`config.mk`:
```
export PLATFORM = sky130hd
export DESIGN_NAME = uart_tx_arbiter
export DESIGN_NICKNAME = d
export VERILOG_FILES = /design/src/rtl/uart_pkg.sv /design/src/rtl/rr_arbiter.sv /design/src/rtl/uart_tx_arbiter.sv
export SDC_FILE = /design/constraint.sdc
export NUM_CORES = 1
export LEC_CHECK = 0
export CAP_MARGIN = 40
export CORE_MARGIN = 4
export CORE_UTILIZATION = 40
export CTS_BUF_LIST = sky130_fd_sc_hd__clkbuf_4 sky130_fd_sc_hd__clkbuf_8
export DETAILED_ROUTE_END_ITERATION = 10
export GPL_ROUTABILITY_DRIVEN = 0
export MAX_ROUTING_LAYER = met4
export PLACE_DENSITY = 0.74
export SYNTH_ARGS = -nofsm -noshare
export SYNTH_HDL_FRONTEND = slang
export SYNTH_HIERARCHICAL = 1
export SYNTH_SLANG_ARGS = --single-unit
```
`constraint.sdc`:
```
create_clock -name clk -period 6.44 [get_ports clk]
set_input_delay 1.288 -clock clk [delete_from_list [all_inputs] [get_ports clk]]
set_output_delay 1.288 -clock clk [all_outputs]
set_load 0.05 [all_outputs]
```
`src/rtl/uart_pkg.sv`:
```
// Shared constants and types for the UART transmit blocks.
// Optional packet lock in the arbiter is enabled with UART_ARB_LOCK_EN.
package uart_pkg;

   localparam int DATA_W_DEF = 8;
   localparam int CLK_FREQ   = 50_000_000;
   localparam int BAUD_RATE  = 115_200;

   typedef enum logic [1:0] {
      IDLE      = 2'd0,
      START     = 2'd1,
      WAIT_BUSY = 2'd2,
      WAIT_DONE = 2'd3
   } arb_state_e;

   function automatic int baud_div();
      return CLK_FREQ / BAUD_RATE;
   endfunction

endpackage

```
`src/rtl/rr_arbiter.sv`:
```
// Round-robin winner select: search starts just after last_grant and wraps.
module rr_arbiter #(
   parameter int N  = 4,
   parameter int IW = $clog2(N)
) (
   input  logic [N-1:0]  req,
   input  logic [IW-1:0] last_grant,
   output logic [N-1:0]  grant,
   output logic [IW-1:0] grant_idx,
   output logic          any
);

   always_comb begin : sel
      int idx;
      idx       = 0;
      grant     = '0;
      grant_idx = '0;
      any       = 1'b0;
      for (int off = 1; off <= N; off++) begin
         idx = int'(last_grant) + off;
         if (idx >= N) idx = idx - N;
         if (!any && req[idx]) begin
            any        = 1'b1;
            grant[idx] = 1'b1;
            grant_idx  = IW'(idx);
         end
      end
   end

endmodule

```
`src/rtl/uart_tx_arbiter.sv`:
```
// Shares one UART transmitter between NUM_REQ byte sources, one byte per frame.
// Define UART_ARB_LOCK_EN to hold the grant on one requester until req_last.
module uart_tx_arbiter
   import uart_pkg::*;
#(
   parameter int NUM_REQ = 4,
   parameter int DATA_W  = DATA_W_DEF
) (
   input  logic                         clk,
   input  logic                         rst,
   input  logic [NUM_REQ-1:0]           req_valid,
   input  logic [NUM_REQ*DATA_W-1:0]    req_data,
   input  logic [NUM_REQ-1:0]           req_last,
   output logic [NUM_REQ-1:0]           req_ready,
   output logic                         tx_start,
   output logic [DATA_W-1:0]            tx_data,
   input  logic                         tx_busy,
   output logic [$clog2(NUM_REQ)-1:0]   grant_id,
   output logic                         grant_valid
);

   localparam int IW = $clog2(NUM_REQ);

   arb_state_e         state_q, state_d;
   logic               tx_start_q, tx_start_d;
   logic [DATA_W-1:0]  tx_data_q, tx_data_d;
   logic [IW-1:0]      grant_id_q, grant_id_d;
   logic               grant_valid_q, grant_valid_d;
   logic [IW-1:0]      last_grant_q, last_grant_d;

   logic [NUM_REQ-1:0] arb_req;
   logic [NUM_REQ-1:0] arb_grant;
   logic [IW-1:0]      arb_idx;
   logic               arb_any;
   logic               accept;

`ifdef UART_ARB_LOCK_EN
   logic               lock_q, lock_d;
   logic [IW-1:0]      lock_id_q, lock_id_d;

   // While a packet is open only its owner may win the next slot.
   assign arb_req = lock_q ? (req_valid & (NUM_REQ'(1) << lock_id_q))
                           : req_valid;
`else
   logic               unused_last;

   assign arb_req     = req_valid;
   assign unused_last = ^req_last;
`endif

   rr_arbiter #(
      .N  (NUM_REQ),
      .IW (IW)
   ) u_rr (
      .req        (arb_req),
      .last_grant (last_grant_q),
      .grant      (arb_grant),
      .grant_idx  (arb_idx),
      .any        (arb_any)
   );

   // An external sender holding tx_busy in IDLE also blocks acceptance.
   assign accept = rst && (state_q == IDLE) && !tx_busy && arb_any;

   always_comb begin
      state_d       = state_q;
      tx_start_d    = 1'b0;
      tx_data_d     = tx_data_q;
      grant_id_d    = grant_id_q;
      grant_valid_d = grant_valid_q;
      last_grant_d  = last_grant_q;
      req_ready     = '0;
`ifdef UART_ARB_LOCK_EN
      lock_d        = lock_q;
      lock_id_d     = lock_id_q;
`endif
      unique case (state_q)
         IDLE: begin
            if (accept) begin
               req_ready     = arb_grant;
               tx_data_d     = req_data[arb_idx*DATA_W +: DATA_W];
               grant_id_d    = arb_idx;
               grant_valid_d = 1'b1;
               last_grant_d  = arb_idx;
               tx_start_d    = 1'b1;
               state_d       = START;
`ifdef UART_ARB_LOCK_EN
               lock_d        = !req_last[arb_idx];
               lock_id_d     = arb_idx;
`endif
            end
         end
         START: begin
            state_d = WAIT_BUSY;
         end
         WAIT_BUSY: begin
            if (tx_busy) state_d = WAIT_DONE;
         end
         WAIT_DONE: begin
            if (!tx_busy) begin
               state_d       = IDLE;
               grant_valid_d = 1'b0;
            end
         end
         default: state_d = IDLE;
      endcase
   end

   always_ff @(posedge clk or negedge rst) begin
      if (!rst) begin
         state_q       <= IDLE;
         tx_start_q    <= 1'b0;
         tx_data_q     <= '0;
         grant_id_q    <= '0;
         grant_valid_q <= 1'b0;
         last_grant_q  <= IW'(NUM_REQ - 1);
`ifdef UART_ARB_LOCK_EN
         lock_q        <= 1'b0;
         lock_id_q     <= '0;
`endif
      end else begin
         state_q       <= state_d;
         tx_start_q    <= tx_start_d;
         tx_data_q     <= tx_data_d;
         grant_id_q    <= grant_id_d;
         grant_valid_q <= grant_valid_d;
         last_grant_q  <= last_grant_d;
`ifdef UART_ARB_LOCK_EN
         lock_q        <= lock_d;
         lock_id_q     <= lock_id_d;
`endif
      end
   end

   assign tx_start    = tx_start_q;
   assign tx_data     = tx_data_q;
   assign grant_id    = grant_id_q;
   assign grant_valid = grant_valid_q;

endmodule
```
==> metrics.csv, run 1 <==
metric,value,unit
setup_viol,0,
maxSlewViolCount,0,
synth.avg_cell_area,9.35,µm²
yosys-top-cells-count,"nand2_1, dfrtp_1, ha_1, mux4_2, o22ai_1",
finalCritPeriodShare,90.1,%
rows,22,
yosysMostFrequentCell,nand2_1,
hold_depth,2,
critPathRequiredTime,5.15,ns
peakVddDrop,273,µV
ff2ff_path_depth,10,
dieArea,4890,µm²
yosysTopAreaCell,dfrtp_1,
regArea,403,µm²
status,completed,
power.share.clock,8.8,%
postSynthCellCount,164,
criticalPathCategory,in2out,
ys_warn_count,6,
io_buffers,54,
power.density,472,nW/µm²
power_switching_share,47.7,%
endpoint_kind,primary output,
fin_util,58.7,%
dr_total_vias,1416,
cts-root-buf,clkbuf_8,
syn-num-nets,219,
grt_pass1_wl,6.29,mm
synth_cell_types,37,
critPathMostFrequentCell,clkdlybuf4s50_1,
antenna_found_initial,0,
nNetsFinal,271,
critical-path-slowest-cell,clkdlybuf4s50_1,
synth_seq_area_share,26.3,%
cp.arrival,4.52,ns
cts_setup_buffers,0,
syn_area,1530,µm²
clk_latency,0.25,ns
drt_iter0_drc,112,
die_w,69.9,µm
synthArstFlopShare,100,%
io-pin-count,59,
final_layout_size_suffix_gt1_share,11.6,%
synth.area.top_cells,"dfrtp_1, mux4_2, ha_1",
core,3690,µm²
path_max_fanout,16,
post_cts_resized,0,
cpPeakStageDelay,0.69,ns
clock.fmax,172,MHz
htreeDepth,1,
slew_headroom,57.1,%
ys_ff_latch,16,
p_sw,487,µW
drtPass1Iterations,4,
yosys.area.top_type_share,22.8,%
p_leak,0.000899,µW
min_path_type,reg2reg,
cts_sinks,16,
p_comb_share,73.2,%
hpwlAfterDp,2.95,mm
start_util,41.6,%
ant_nets,0,
grt_setup_unrepaired,false,
cts_buffers,3,
fill_cells,319,
finalHoldViolCount,0,
via_per_inst,5.38,
routed_wl,3.86,mm
cts_hold_buf,0,
drc,0,
startpoint_type,input pin,
fin_skew,0.00138,ns
tns,0,ns
grt-ovfl-total,0,
cts_tree,done,
grt_pass1_vias,1355,
grt_max_degree,25,
path_clk_slew,0.06,ns
dieHeight,69.9,µm
path_cells,clkdlybuf4s50_1 -> mux4_2 -> or2_1 -> nand2b_1 -> nand4b_1 -> buf_4 -> inv_1 -> and2_1 -> clkdlybuf4s50_1,
ys.flop_type,dfrtp_1,
gr-usage-all-layers,16.1,%
p_int,534,µW
tightest_slew,0.625,ns
synth_edf_count,0,
antennaDiodeCount,0,
fin_crit,5.80,ns
area_growth,41.2,%
multi_input_area,1050,µm²
clk_path_buf_depth,2,
seq_power_share,18.0,%
cap_violations,0,
wire_per_inst,14.7,µm
-- cell families (layout without fill, tap and decap cells) --
logic type	after synthesis	count (layout)	synth area share, %
flip-flops	16	16	26.3
adder cells (fa/ha/maj)	12	12	9.79
AND/OR/NAND/NOR	69	69	22.1
AO/OA/AOI/OAI	31	31	14.3
multiplexers	19	19	22.6
buffers and inverters	17	68	4.98
-- power groups by stage --
stage / Combinational (µW) / Sequential, µW / Clock (µW)
floorplan: 465 / 289 / 0
global placement: 738 / 184 / 0
detailed placement: 746 / 186 / 0
CTS: 748 / 184 / 91.6
global route: 813 / 190 / 95.1
finish: 748 / 184 / 89.9
-- cell type report --
type	instances	share of cell area [%]
Tap cell	48	2.77
Inverter	6	1.04
Clock buffer	4	2.54
Sequential cell	16	18.6
Multi-Input combinational cell	131	48.7
Timing Repair Buffer	58	26.3
-- placed cells by master (no fill, tap or decap), drive strengths merged, types with 5 or more instances in the layout --
cell type      count
nand2             38
mux4              12
inv                6
ha                12
dfrtp             14
o22ai             10
clkdlybuf4s50     54
and2               5
mux2i              5
nand2b             6
-- worst paths after layout --
kind / startpoint / slack, ns / end
hold / removal: tx_data[3] / 0.47 / tx_data[3]
min in group asynchronous: rst / 1.37 / tx_data[4]
setup reg to reg: last_grant_q[0] / 2.58 / tx_data[7]
setup / recovery: req_valid[3] / 0.64 / req_ready[1]
max in group asynchronous: rst / 4.82 / last_grant_q[0]
hold reg to reg: tx_data[3] / 0.47 / tx_data[3]
-- critical path: cells and delay by family --
| kind | cells | cell delay (ns) |
|---|---|---|
| buf+inv | 4 | 1.75 |
| simple gates | 4 | 0.84 |
| mux | 1 | 0.63 |
-- through the flow --
stage	hold slack, ns	area (µm²)	worst slack, ns	instances	power, µW
floorplan	0.474	1530	1.65	164	754
global placement	0.457	2110	0.673	259	922
detailed placement	0.462	2110	0.644	259	931
CTS	0.477	2170	0.647	263	1020
global route	0.510	2170	0.422	263	1100
finish	0.473	2170	0.636	263	1020
-- flip-flops by register name, indices dropped and copies added, names as in the netlist --
register and cells:
last_grant_q 2, tx_start 1, tx_data 8, grant_id 2
state_q 2, grant_valid 1
-- routing by layer --
layer / up-vias / wire length (µm) / track usage [%]
li1: 696 / - / -
met1: 671 / 1720 / 20.6
met3: 6 / 173 / 2.30
met2: 43 / 1900 / 26.1
met5: - / 0 / -
met4: 0 / 70 / 5.53
Power figures use the tool's default switching activity.
==> run 2, diff against run 1 <==
==> constraint.sdc (replaced) <==
create_clock -name clk -period 7.41 [get_ports clk]
set_input_delay 1.482 -clock clk [delete_from_list [all_inputs] [get_ports clk]]
set_output_delay 1.482 -clock clk [all_outputs]
set_load 0.05 [all_outputs]
==> run 2 against run 1 <==
Power shrank 14%. Final cell count shrank 0.38%. Worst setup slack gained 0.62 ns. Critical path depth is the same. Largest power group unchanged. Highest routed layer unchanged.
==> metrics.csv, run 2 (same netlist as run 1, synthesis figures left out) <==
metric,value,unit,change
status,completed,,
hpwlAfterDp,2.82,mm,-4.1%
path_cells,clkdlybuf4s50_1 -> mux4_2 -> or2_1 -> nand2b_1 -> nand4b_1 -> buf_4 -> inv_1 -> and2_1 -> clkdlybuf4s50_1,,
drc,0,,unchanged
rows,22,,unchanged
dieHeight,69.9,µm,unchanged
cp.arrival,4.68,ns,+0.16 ns
cts_buffers,3,,unchanged
gr-usage-all-layers,15.7,%,-0.39 points
endpoint_kind,primary output,,
critical-path-slowest-cell,clkdlybuf4s50_1,,
p_comb_share,71.1,%,-2.1 points
slew_headroom,56.9,%,-0.20 points
start_util,41.6,%,unchanged
grt_pass1_vias,1391,,+2.7%
area_growth,40.7,%,
seq_power_share,20.0,%,+2.0 points
criticalPathCategory,in2out,,
p_sw,418,µW,-14%
critPathMostFrequentCell,clkdlybuf4s50_1,,
drtPass1Iterations,4,,unchanged
routed_wl,3.67,mm,-4.9%
cap_violations,0,,unchanged
antennaDiodeCount,0,,unchanged
crit_buf_inv,4,,unchanged
power_switching_share,47.5,%,-0.18 points
cts_tree,done,,
core,3690,µm²,unchanged
io-pin-count,59,,unchanged
cts_sinks,16,,unchanged
fin_crit,6.16,ns,
dr_total_vias,1424,,+0.56%
clk_path_buf_depth,2,,unchanged
min_path_type,reg2reg,,
power.share.clock,8.9,%,about the same
largest_reg_flops,8,,unchanged
peakVddDrop,214,µV,-22%
ff2ff_path_depth,9,,-1
nNetsFinal,270,,-0.37%
power.density,408,nW/µm²,-14%
via_per_inst,5.44,,+0.95%
setup_viol,0,,unchanged
grt_pass1_wl,6.34,mm,+0.89%
grt_max_degree,25,,unchanged
wire_per_inst,14.0,µm,-4.5%
die_w,69.9,µm,unchanged
antenna_found_initial,0,,unchanged
place_area,2100,µm²,-0.36%
final_layout_size_suffix_gt1_share,11.2,%,-0.41 points
grt-ovfl-total,0,,unchanged
dieArea,4890,µm²,unchanged
path_clk_slew,0.06,ns,about the same
io_buffers,54,,unchanged
ant_nets,0,,unchanged
final_cell_mix,"clkdlybuf4s50_1, nand2_1, dfrtp_1",,
path_max_fanout,16,,unchanged
final_common_cell,clkdlybuf4s50_1,,
p_leak,0.000894,µW,-0.56%
cts_setup_buffers,0,,unchanged
cts_hold_buf,0,,unchanged
p_int,462,µW,-14%
crit_family,buffers and inverters,,
fin_skew,0.00198,ns,+0.000598 ns
maxSlewViolCount,0,,unchanged
cts-root-buf,clkbuf_8,,
grt_setup_unrepaired,false,,
critPathRequiredTime,5.93,ns,+0.78 ns
drt_iter0_drc,124,,+11%
crit_cells,9,,unchanged
tns,0,ns,unchanged
finalCritPeriodShare,83.1,%,
clock.fmax,162,MHz,
htreeDepth,1,,unchanged
tightest_slew,0.628,ns,+0.00292 ns
hold_depth,2,,unchanged
cpPeakStageDelay,0.69,ns,about the same
clk_latency,0.25,ns,about the same
post_cts_resized,0,,unchanged
fin_area,2160,µm²,-0.35%
startpoint_type,input pin,,
finalHoldViolCount,0,,unchanged
## run 2: cell types whose count changed in the layout (fill, tap and decap cells not counted)
| cell | previous run | this run |
|---|---|---|
| buf_4 | 4 | 3 |
## run 2: tightest hold or removal path, stage by stage (launching register included)
cell and delay (ns):
dfrtp_1 0.34, nand2_1 0.05, nand2_1 0.05
## run 2: stage by stage
step                hold slack [ns]  worst slack (ns)  utilization (%)  total power [µW]  instances
global placement              0.457              1.26             57.0               798        258
global route                  0.500              1.04             58.5               952        262
CTS                           0.478              1.23             58.5               883        262
detailed placement            0.462              1.24             57.0               802        258
floorplan                     0.474              2.42                -               655        164
finish                        0.475              1.25             58.5               880        262
## run 2: path summary, 6_finish.rpt
check	start	end	slack (ns)
min reg2reg	tx_data[7]	tx_data[7]	0.47
min	tx_data[7]	tx_data[7]	0.47
max	req_valid[3]	req_ready[1]	1.25
max reg2reg	last_grant_q[0]	tx_data[2]	3.46
min in group asynchronous	rst	tx_data[4]	1.55
max in group asynchronous	rst	last_grant_q[0]	5.60
## run 2: metal layers
layer / GRT usage [%] / vias up / part of all wire, %
li1: - / 698 / -
met1: 21.1 / 662 / 45
met2: 25.2 / 56 / 48
met3: 2.59 / 8 / 5.9
met4: 3.19 / 0 / 1.3
met5: - / - / 0
## run 2: layout make-up
type | count | area [µm²]
Tap cell | 48 | 60.1
Fill cell | 331 | 1530
Clock buffer | 4 | 55.1
Inverter | 6 | 22.5
Timing Repair Buffer | 57 | 563
Sequential cell | 16 | 403
Multi-Input combinational cell | 131 | 1050
## run 2: power by group through the flow
stage / clock network, µW / logic [µW] / registers [µW]
final: 77.9 / 626 / 176
after global routing: 83.3 / 684 / 185
after CTS: 79.2 / 627 / 177
after detailed placement: 0 / 624 / 178
after global placement: 0 / 621 / 177
after floorplan: 0 / 404 / 251
==> run 3, diff against run 2 <==
==> constraint.sdc (replaced) <==
create_clock -name clk -period 5.96 [get_ports clk]
set_input_delay 1.192 -clock clk [delete_from_list [all_inputs] [get_ports clk]]
set_output_delay 1.192 -clock clk [all_outputs]
set_load 0.05 [all_outputs]
==> run 3 against run 2 <==
Clock power up 24%. Die area unchanged. Critical path depth down 2. Design area up 0.12%. Clock skew down 0.00084 ns. Sequential share of layout area about the same. Power up 25%. Utilization up 0.068 points. Combinational power up 28%. Final cell count up 0.38%.
==> metrics.csv, run 3 (same netlist as run 1, synthesis figures left out) <==
metric,value,unit,change
dr_total_vias,1405,,-1.3%
rrSetupSlack,2.14,ns,-1.32 ns
cp.arrival,4.26,ns,-0.42 ns
dieHeight,69.9,µm,unchanged
post_cts_resized,0,,unchanged
drt_iter0_drc,33,,-73%
place_area,2110,µm²,+0.12%
slew_headroom,61.0,%,+4.1 points
htreeDepth,1,,unchanged
power.share.clock,8.8,%,about the same
p_int,577,µW,+25%
grt_setup_unrepaired,false,,
wl_met1,1.61,mm,-1.9%
cts_tree,done,,
p_sw,518,µW,+24%
fill_cells,341,,+3.0%
final_layout_size_suffix_gt1_share,12.6,%,+1.3 points
wl_met2,1.87,mm,+5.7%
holdCritStartpoint,tx_data[0],,
criticalPathCategory,in2out,,
startpoint_type,input pin,,
largest_reg_flops,8,,unchanged
grt-ovfl-total,0,,unchanged
cts_setup_buffers,0,,unchanged
maxSlewViolCount,0,,unchanged
fin_skew,0.00114,ns,-0.000837 ns
cts_hold_buf,0,,unchanged
critPathRequiredTime,4.77,ns,-1.16 ns
die_w,69.9,µm,unchanged
via_per_inst,5.34,,-1.7%
power.density,507,nW/µm²,+24%
io-pin-count,59,,unchanged
hpwlAfterDp,2.93,mm,+3.7%
seq_power_share,18.3,%,-1.7 points
drc,0,,unchanged
status,completed,,
grt_pass1_vias,1446,,+4.0%
grt_pass1_wl,6.48,mm,+2.2%
io_buffers,54,,unchanged
setup_viol,0,,unchanged
clock.fmax,183,MHz,
path_clk_slew,0.06,ns,about the same
antenna_found_initial,0,,unchanged
grt_max_degree,24,,-4.0%
min_path_type,reg2reg,,
core,3690,µm²,unchanged
final_cell_mix,"clkdlybuf4s50_1, nand2_1, dfrtp_1",,
ant_nets,0,,unchanged
ff2ff_path_depth,9,,unchanged
final_common_cell,clkdlybuf4s50_1,,
finalCritPeriodShare,91.4,%,
p_comb_share,72.9,%,+1.8 points
power_switching_share,47.3,%,-0.19 points
cts_sinks,16,,unchanged
start_util,41.6,%,unchanged
r2r-start,last_grant_q[1],,
regArea,403,µm²,unchanged
cp-startpoint,req_valid[3],,
p_leak,0.000904,µW,+1.0%
rows,22,,unchanged
peakVddDrop,277,µV,+30%
path_max_fanout,13,,-3
tightest_slew,0.569,ns,-0.0597 ns
nNetsFinal,271,,+0.37%
clk_latency,0.25,ns,about the same
clk_path_buf_depth,2,,unchanged
fin_crit,5.45,ns,
area_growth,40.9,%,
cts_buffers,3,,unchanged
drtPass1Iterations,4,,unchanged
routed.top_layer,met4,,
tns,0,ns,unchanged
dieArea,4890,µm²,unchanged
wl_met3,145,µm,-33%
multi_input_area,1050,µm²,unchanged
cap_violations,0,,unchanged
wire_per_inst,14.0,µm,about the same
gr-usage-all-layers,16.5,%,+0.76 points
fin_area,2160,µm²,+0.12%
routed_wl,3.69,mm,+0.35%
endpoint_kind,primary output,,
worstReg2RegEnd,tx_data[7],,
cts-root-buf,clkbuf_8,,
antennaDiodeCount,0,,unchanged
finalHoldViolCount,0,,unchanged
endpoint,req_ready[1],,
-- run 3: critical path: stages --
cell,delay [ns]
clkdlybuf4s50_1,0.60
mux4_2,0.63
or2_1,0.29
nor3b_1,0.45
o2bb2ai_1,0.16
and2_1,0.14
clkdlybuf4s50_1,0.80
-- run 3: cell type report --
type	count	share of cell area, %
Timing Repair Buffer	58	26.2
Multi-Input combinational cell	131	48.8
Inverter	6	1.04
Sequential cell	16	18.6
Tap cell	48	2.78
Clock buffer	4	2.55
-- run 3: through the flow --
stage          setup WS, ns  power [µW]  hold WS [ns]  util [%]  cells
6_report              0.510        1100         0.472      58.6    263
2_1_floorplan          1.26         814         0.474         -    164
3_3_place_gp          0.554         993         0.456      57.1    259
3_5_place_dp          0.518        1010         0.462      57.1    259
5_1_grt               0.273        1190         0.516      58.6    263
4_1_cts               0.512        1100         0.477      58.6    263
-- run 3: worst min-delay path by stage --
stage | endpoint | slack, ns | cells past startpoint
final | tx_data[0] | 0.47 | 2
after global routing | tx_data[1] | 0.52 | 2
after CTS | tx_data[3] | 0.48 | 2
after detailed placement | tx_data[3] | 0.46 | 2
after global placement | tx_data[7] | 0.46 | 2
after floorplan | last_grant_q[1] | 0.47 | 2
-- run 3: power by group through the flow --
stage,sequential [µW],clock (µW),combinational (µW)
5_1_grt,211,105,878
6_report,200,96.3,799
3_5_place_dp,202,0,803
2_1_floorplan,312,0,502
4_1_cts,200,98.2,806
3_3_place_gp,200,0,793
-- run 3: routing by layer --
metal,GRT usage (%),vias up
met4,4.89,0
met2,27.2,37
met1,20.7,661
li1,-,699
met3,2.88,8
met5,-,-
